**config.mk**
```make
export PLATFORM = sky130hd
export DESIGN_NAME = counter_updown_mod
export DESIGN_NICKNAME = d
export VERILOG_FILES = /design/src/rtl/counter_updown_mod.sv
export SDC_FILE = /design/constraint.sdc
export NUM_CORES = 1
export LEC_CHECK = 0
export CORE_MARGIN = 2
export CORE_UTILIZATION = 48
export DETAILED_ROUTE_END_ITERATION = 8
export HOLD_SLACK_MARGIN = 0.15
export PLACE_DENSITY = 0.85
export SYNTH_ARGS = -nofsm -noshare
export SYNTH_HDL_FRONTEND = slang
export SYNTH_SLANG_ARGS = --single-unit
```
**constraint.sdc**
```tcl
create_clock -name clk -period 2.2 [get_ports clk]
set_clock_uncertainty 0.05 [all_clocks]
set_input_delay 0.22 -clock clk [delete_from_list [all_inputs] [get_ports clk]]
set_output_delay 0.22 -clock clk [all_outputs]
set_load 0.02 [all_outputs]
```
**src/rtl/counter_updown_mod.sv**
```systemverilog
// Parametrised up/down counter with programmable modulus, clamped parallel
// load, count enable, wrap-or-saturate behaviour, terminal-count and carry
// flags, plus a Gray-coded view of the count.
module counter_updown_mod #(
  parameter int N        = 8,
  parameter int MOD      = 2**N,
  parameter bit SATURATE = 1'b0
) (
  input  logic         clk,
  input  logic         reset_in,
  input  logic         en_in,
  input  logic         load_in,
  input  logic         dir_in,
  input  logic [N-1:0] d_in,
  output logic [N-1:0] count_out,
  output logic         tc_out,
  output logic         carry_out,
  output logic [N-1:0] gray_out
);

  // Largest legal count, held one bit wider so MOD == 2**N still fits.
  localparam logic [N:0]   MAX_EXT = (N+1)'(MOD-1);
  localparam logic [N:0]   ONE_EXT = (N+1)'(1);
  localparam logic [N-1:0] ONE_N   = N'(1);

  logic [N-1:0] count_q, count_d;
  logic         carry_q, carry_d;

  logic [N:0]   cnt_ext;
  logic [N:0]   load_ext;
  logic [N:0]   up_ext;
  logic [N-1:0] dn_n;
  logic         at_top;
  logic         at_bot;

  // Widened forms let the incremented value and load value be compared
  // against MOD-1 without overflowing when MOD == 2**N.
  assign cnt_ext  = {1'b0, count_q};
  assign load_ext = {1'b0, d_in};
  assign up_ext   = cnt_ext + ONE_EXT;
  assign dn_n     = count_q - ONE_N;
  assign at_top   = (up_ext > MAX_EXT);
  assign at_bot   = (count_q == '0);

  // Terminal count follows the current direction immediately.
  assign tc_out    = dir_in ? at_top : at_bot;
  assign count_out = count_q;
  assign carry_out = carry_q;
  assign gray_out  = count_q ^ (count_q >> 1);

  // Next-state: load (clamped) beats enable; a step from terminal wraps or holds and raises carry.
  always_comb begin
    count_d = count_q;
    carry_d = 1'b0;
    if (load_in) begin
      count_d = (load_ext > MAX_EXT) ? MAX_EXT[N-1:0] : d_in;
    end else if (en_in) begin
      if (tc_out) begin
        carry_d = 1'b1;
        if (!SATURATE) begin
          count_d = dir_in ? '0 : MAX_EXT[N-1:0];
        end
      end else begin
        count_d = dir_in ? up_ext[N-1:0] : dn_n;
      end
    end
  end

  // State register with synchronous reset dominating load and enable.
  always_ff @(posedge clk) begin
    if (reset_in) begin
      count_q <= '0;
      carry_q <= 1'b0;
    end else begin
      count_q <= count_d;
      carry_q <= carry_d;
    end
  end

endmodule

```
==> reports/metrics.yaml <==
timing:
  whs_ns: 0.5478
  fmax_ghz: 0.4426
  min_period_over_period: 1.027
  tns_ns: -0.05960
  setup_ws_ns: -0.05960
  hold_viol_final: 0
  report.final.setup_viol: 1
  slew_viol_final: 0
  rsz0062_at_grt: "yes"
  worst_slew_pin_slew_ns: 0.4244
  slew_headroom: 0.7162
  period_minus_slack_ns: 2.260
synth:
  synth_top_area_share: 0.2036
  synth-seq-area-share: 0.1629
  synth_area_mm2: 0.001106
  synth_nets: 172
  syn_inst: 141
  yosys.area.top_type: "ha_1"
  ys_seq_elements: 9
  yosysWarnings: 0
  avgSynthCellArea_um2: 7.844
  synthTopCellsByArea: "ha_1 (20%), dfxtp_1 (16%), xnor2_1 (7.1%)"
  synth_cell_types: 40
cells_and_area:
  drive_above_1_share: 0.2886
  final_nets: 233
  final_util: 0.7944
  fin_cells: 229
  antenna_cells: 0
  area_delta_synth_final_pct: 57.35
  fin_area_mm2: 0.001740
hold_path:
  hold_class: "in -> reg"
  hold_start: "d_in[5]"
  min_path_cells: 4
  hold_end: "count_out[5]"
placed_design:
  pre_cts_ws_ns: -0.2166
  place_congestion: 0.8835
  placed_cell_area_mm2: 0.001668
  hpwl_um: 2783
  portBuffers: 30
  dp.cells: 224
global_routing:
  grt_usage: 0.2930
  grtUsageMet3: 0.04885
  grt-ovfl-total: 0
  antenna_found_initial: 0
  grt_pass1_wl_um: 5961
  use_met1: 0.3404
  grt_use_met2: 0.5000
  busiest_layer: "met2"
  grt_pass1_vias: 1382
  grt_max_degree: 16
worst_setup_path:
  required_ns: 1.93
  cp_top_family: "simple AND/OR/NAND/NOR gates"
  rr_worst_depth: 8
  arrival_ns: 1.99
  worstPathMaxFanout: 5
  r2r-end: "count_out[7]"
  startpoint_type: "register"
  cp_slowest_stage_delay_ns: 0.38
  path_cells: "ha_2 > and3b_1 > o211ai_2 > nor4b_4 > nor3_2 > nor2_2 > buf_6"
  worstSetupPathType: "reg -> out"
  r2r-start: "count_out[1]"
  path_buf_inv: 1
  cp_slowest_cell: "dfxtp_4"
  end_kind: "output port"
  reg2reg_setup_slack_ns: 0.14
cts:
  ctsRootBufferMaster: "clkbuf_4"
  cts_buffer_depth: 2
  htreeDepth: 1
  cts.clk_slew.worst_paths_ns: 0.07
  cts_sinks: 9
  cts_tree: "built"
  numCtsBuffers: 3
  insertion_delay_ns: 0.27
route:
  wire_per_inst_um: 16.83
  drc: 0
  routed_wl_um: 3855
  detail_route.first_pass.iterations: 6
  via_count: 1344
  drtIter0Drc: 40
  drtAntennaViolNets: 0
  via_per_inst: 5.869
pwr:
  finalPower_mw: 0.9004
  irDropWorstVdd_mv: 0.4352
  leakage_nw: 0.7489
  power.density_mw_per_mm2: 517.4
floorplan:
  num_rows: 17
  dieArea_mm2: 0.002705
  die_width_um: 52.01
  fp.dieH_um: 52.01
  coreArea_mm2: 0.002191
  start_util: 0.5049
  ios: 31
outcome:
  violations: "setup timing"
  status: "finished, violations left"
flow_run:
  maxCapViolCount: 0
-- cell type report --
type | count | area, µm²
fillers | 137 | 450.4
clock buffers | 4 | 26.28
flip-flops and latches | 9 | 191.4
inverters | 13 | 48.80
repair buffers | 63 | 549.3
well taps | 28 | 35.03
multi-input cells | 112 | 889.6
-- how the worst max path moves through the flow --
stage	start	endpoint	slack (ns)	depth (start not counted)
6_report	count_out[1]	tc_out	-0.06	7
5_1_grt	count_out[1]	tc_out	-0.12	7
4_1_cts	count_out[0]	tc_out	0.005	8
3_5_place_dp	count_out[2]	tc_out	-0.22	7
3_3_place_gp	count_out[2]	tc_out	-0.13	7
2_1_floorplan	count_out[0]	tc_out	0.01	8
-- registers in the layout, summed over array words and instances, names as in the netlist --
register / flops
count_out: 8
carry_out: 1
-- routing by layer --
| layer | share of wire | vias to the layer above | routed length (µm) |
|---|---|---|---|
| met5 | 0 | - | 0 |
| met2 | 0.50 | 69 | 1922 |
| met1 | 0.41 | 625 | 1573 |
| met4 | 0.037 | 0 | 142 |
| li1 | - | 632 | - |
| met3 | 0.056 | 18 | 216 |
-- worst min-delay path, delay by kind of cell --
| kind | cells | cell delay, ns |
|---|---|---|
| buffers and inverters | 2 | 0.46 |
| AO/OA/AOI/OAI | 2 | 0.15 |
-- kinds of logic (layout without fill, tap and decap cells) --
logic type	count (synthesis)	in the layout	share of synthesized area
buffers and inverters	20	80	0.07240
AO/OA/AOI/OAI	30	30	0.1821
flip-flops	9	9	0.1629
AND/OR/NAND/NOR	53	53	0.2907
XOR/XNOR	10	10	0.07919
adder cells (fa/ha/maj)	18	18	0.2036
multiplexers	1	1	0.009050
-- cells in the final DEF (no fill, tap or decap), types with 2 or more instances in the layout --
cell type	count
o22ai_1	3
a21boi_1	2
clkdlybuf4s50_1	29
nor2b_1	5
a211o_1	2
o21ai_0	11
inv_2	2
nand4_1	6
dfxtp_2	3
xnor2_1	8
nor3_1	14
inv_1	11
dfxtp_4	2
a2111oi_0	2
ha_2	3
buf_4	33
dfxtp_1	4
nand2_1	5
clkbuf_4	3
nor2_1	7
nand3_1	4
a21oi_1	3
ha_1	14
-- what timing repair did --
item | 4_1_cts | 5_1_grt
hold buffers | 0 | 0
setup buffers | 0 | 1
gates cloned | 0 | 0
resized for setup | 10 | 10
setup endpoints to repair | 1 | 2
pin swaps | 1 | 3
-- cell usage after synthesis, drive strengths merged --
library cell,n
dfxtp,9
nor4b,1
ha,18
nor4,1
nand3,4
a211o,2
a2111o,1
a21oi,3
xnor2,9
nand2,5
o211ai,1
buf,2
nor2b,5
xor2,1
nand3b,1
or4,1
and3b,1
and3,1
or2,1
inv,13
o2111ai,1
a21boi,2
o22ai,3
o21a,1
nand4,6
mux2i,1
and4bb,1
a2111oi,2
nor3,15
nor2,8
nand2b,1
a31o,1
o41ai,1
o21ai,12
nor3b,1
clkbuf,5
-- power by group --
group	switching (mW)	total [mW]	internal, mW
Combinational	0.265	0.546	0.280
Clock	0.0757	0.146	0.0703
Sequential	0.0265	0.209	0.182
No activity file was read; power rests on OpenSTA's default activity.
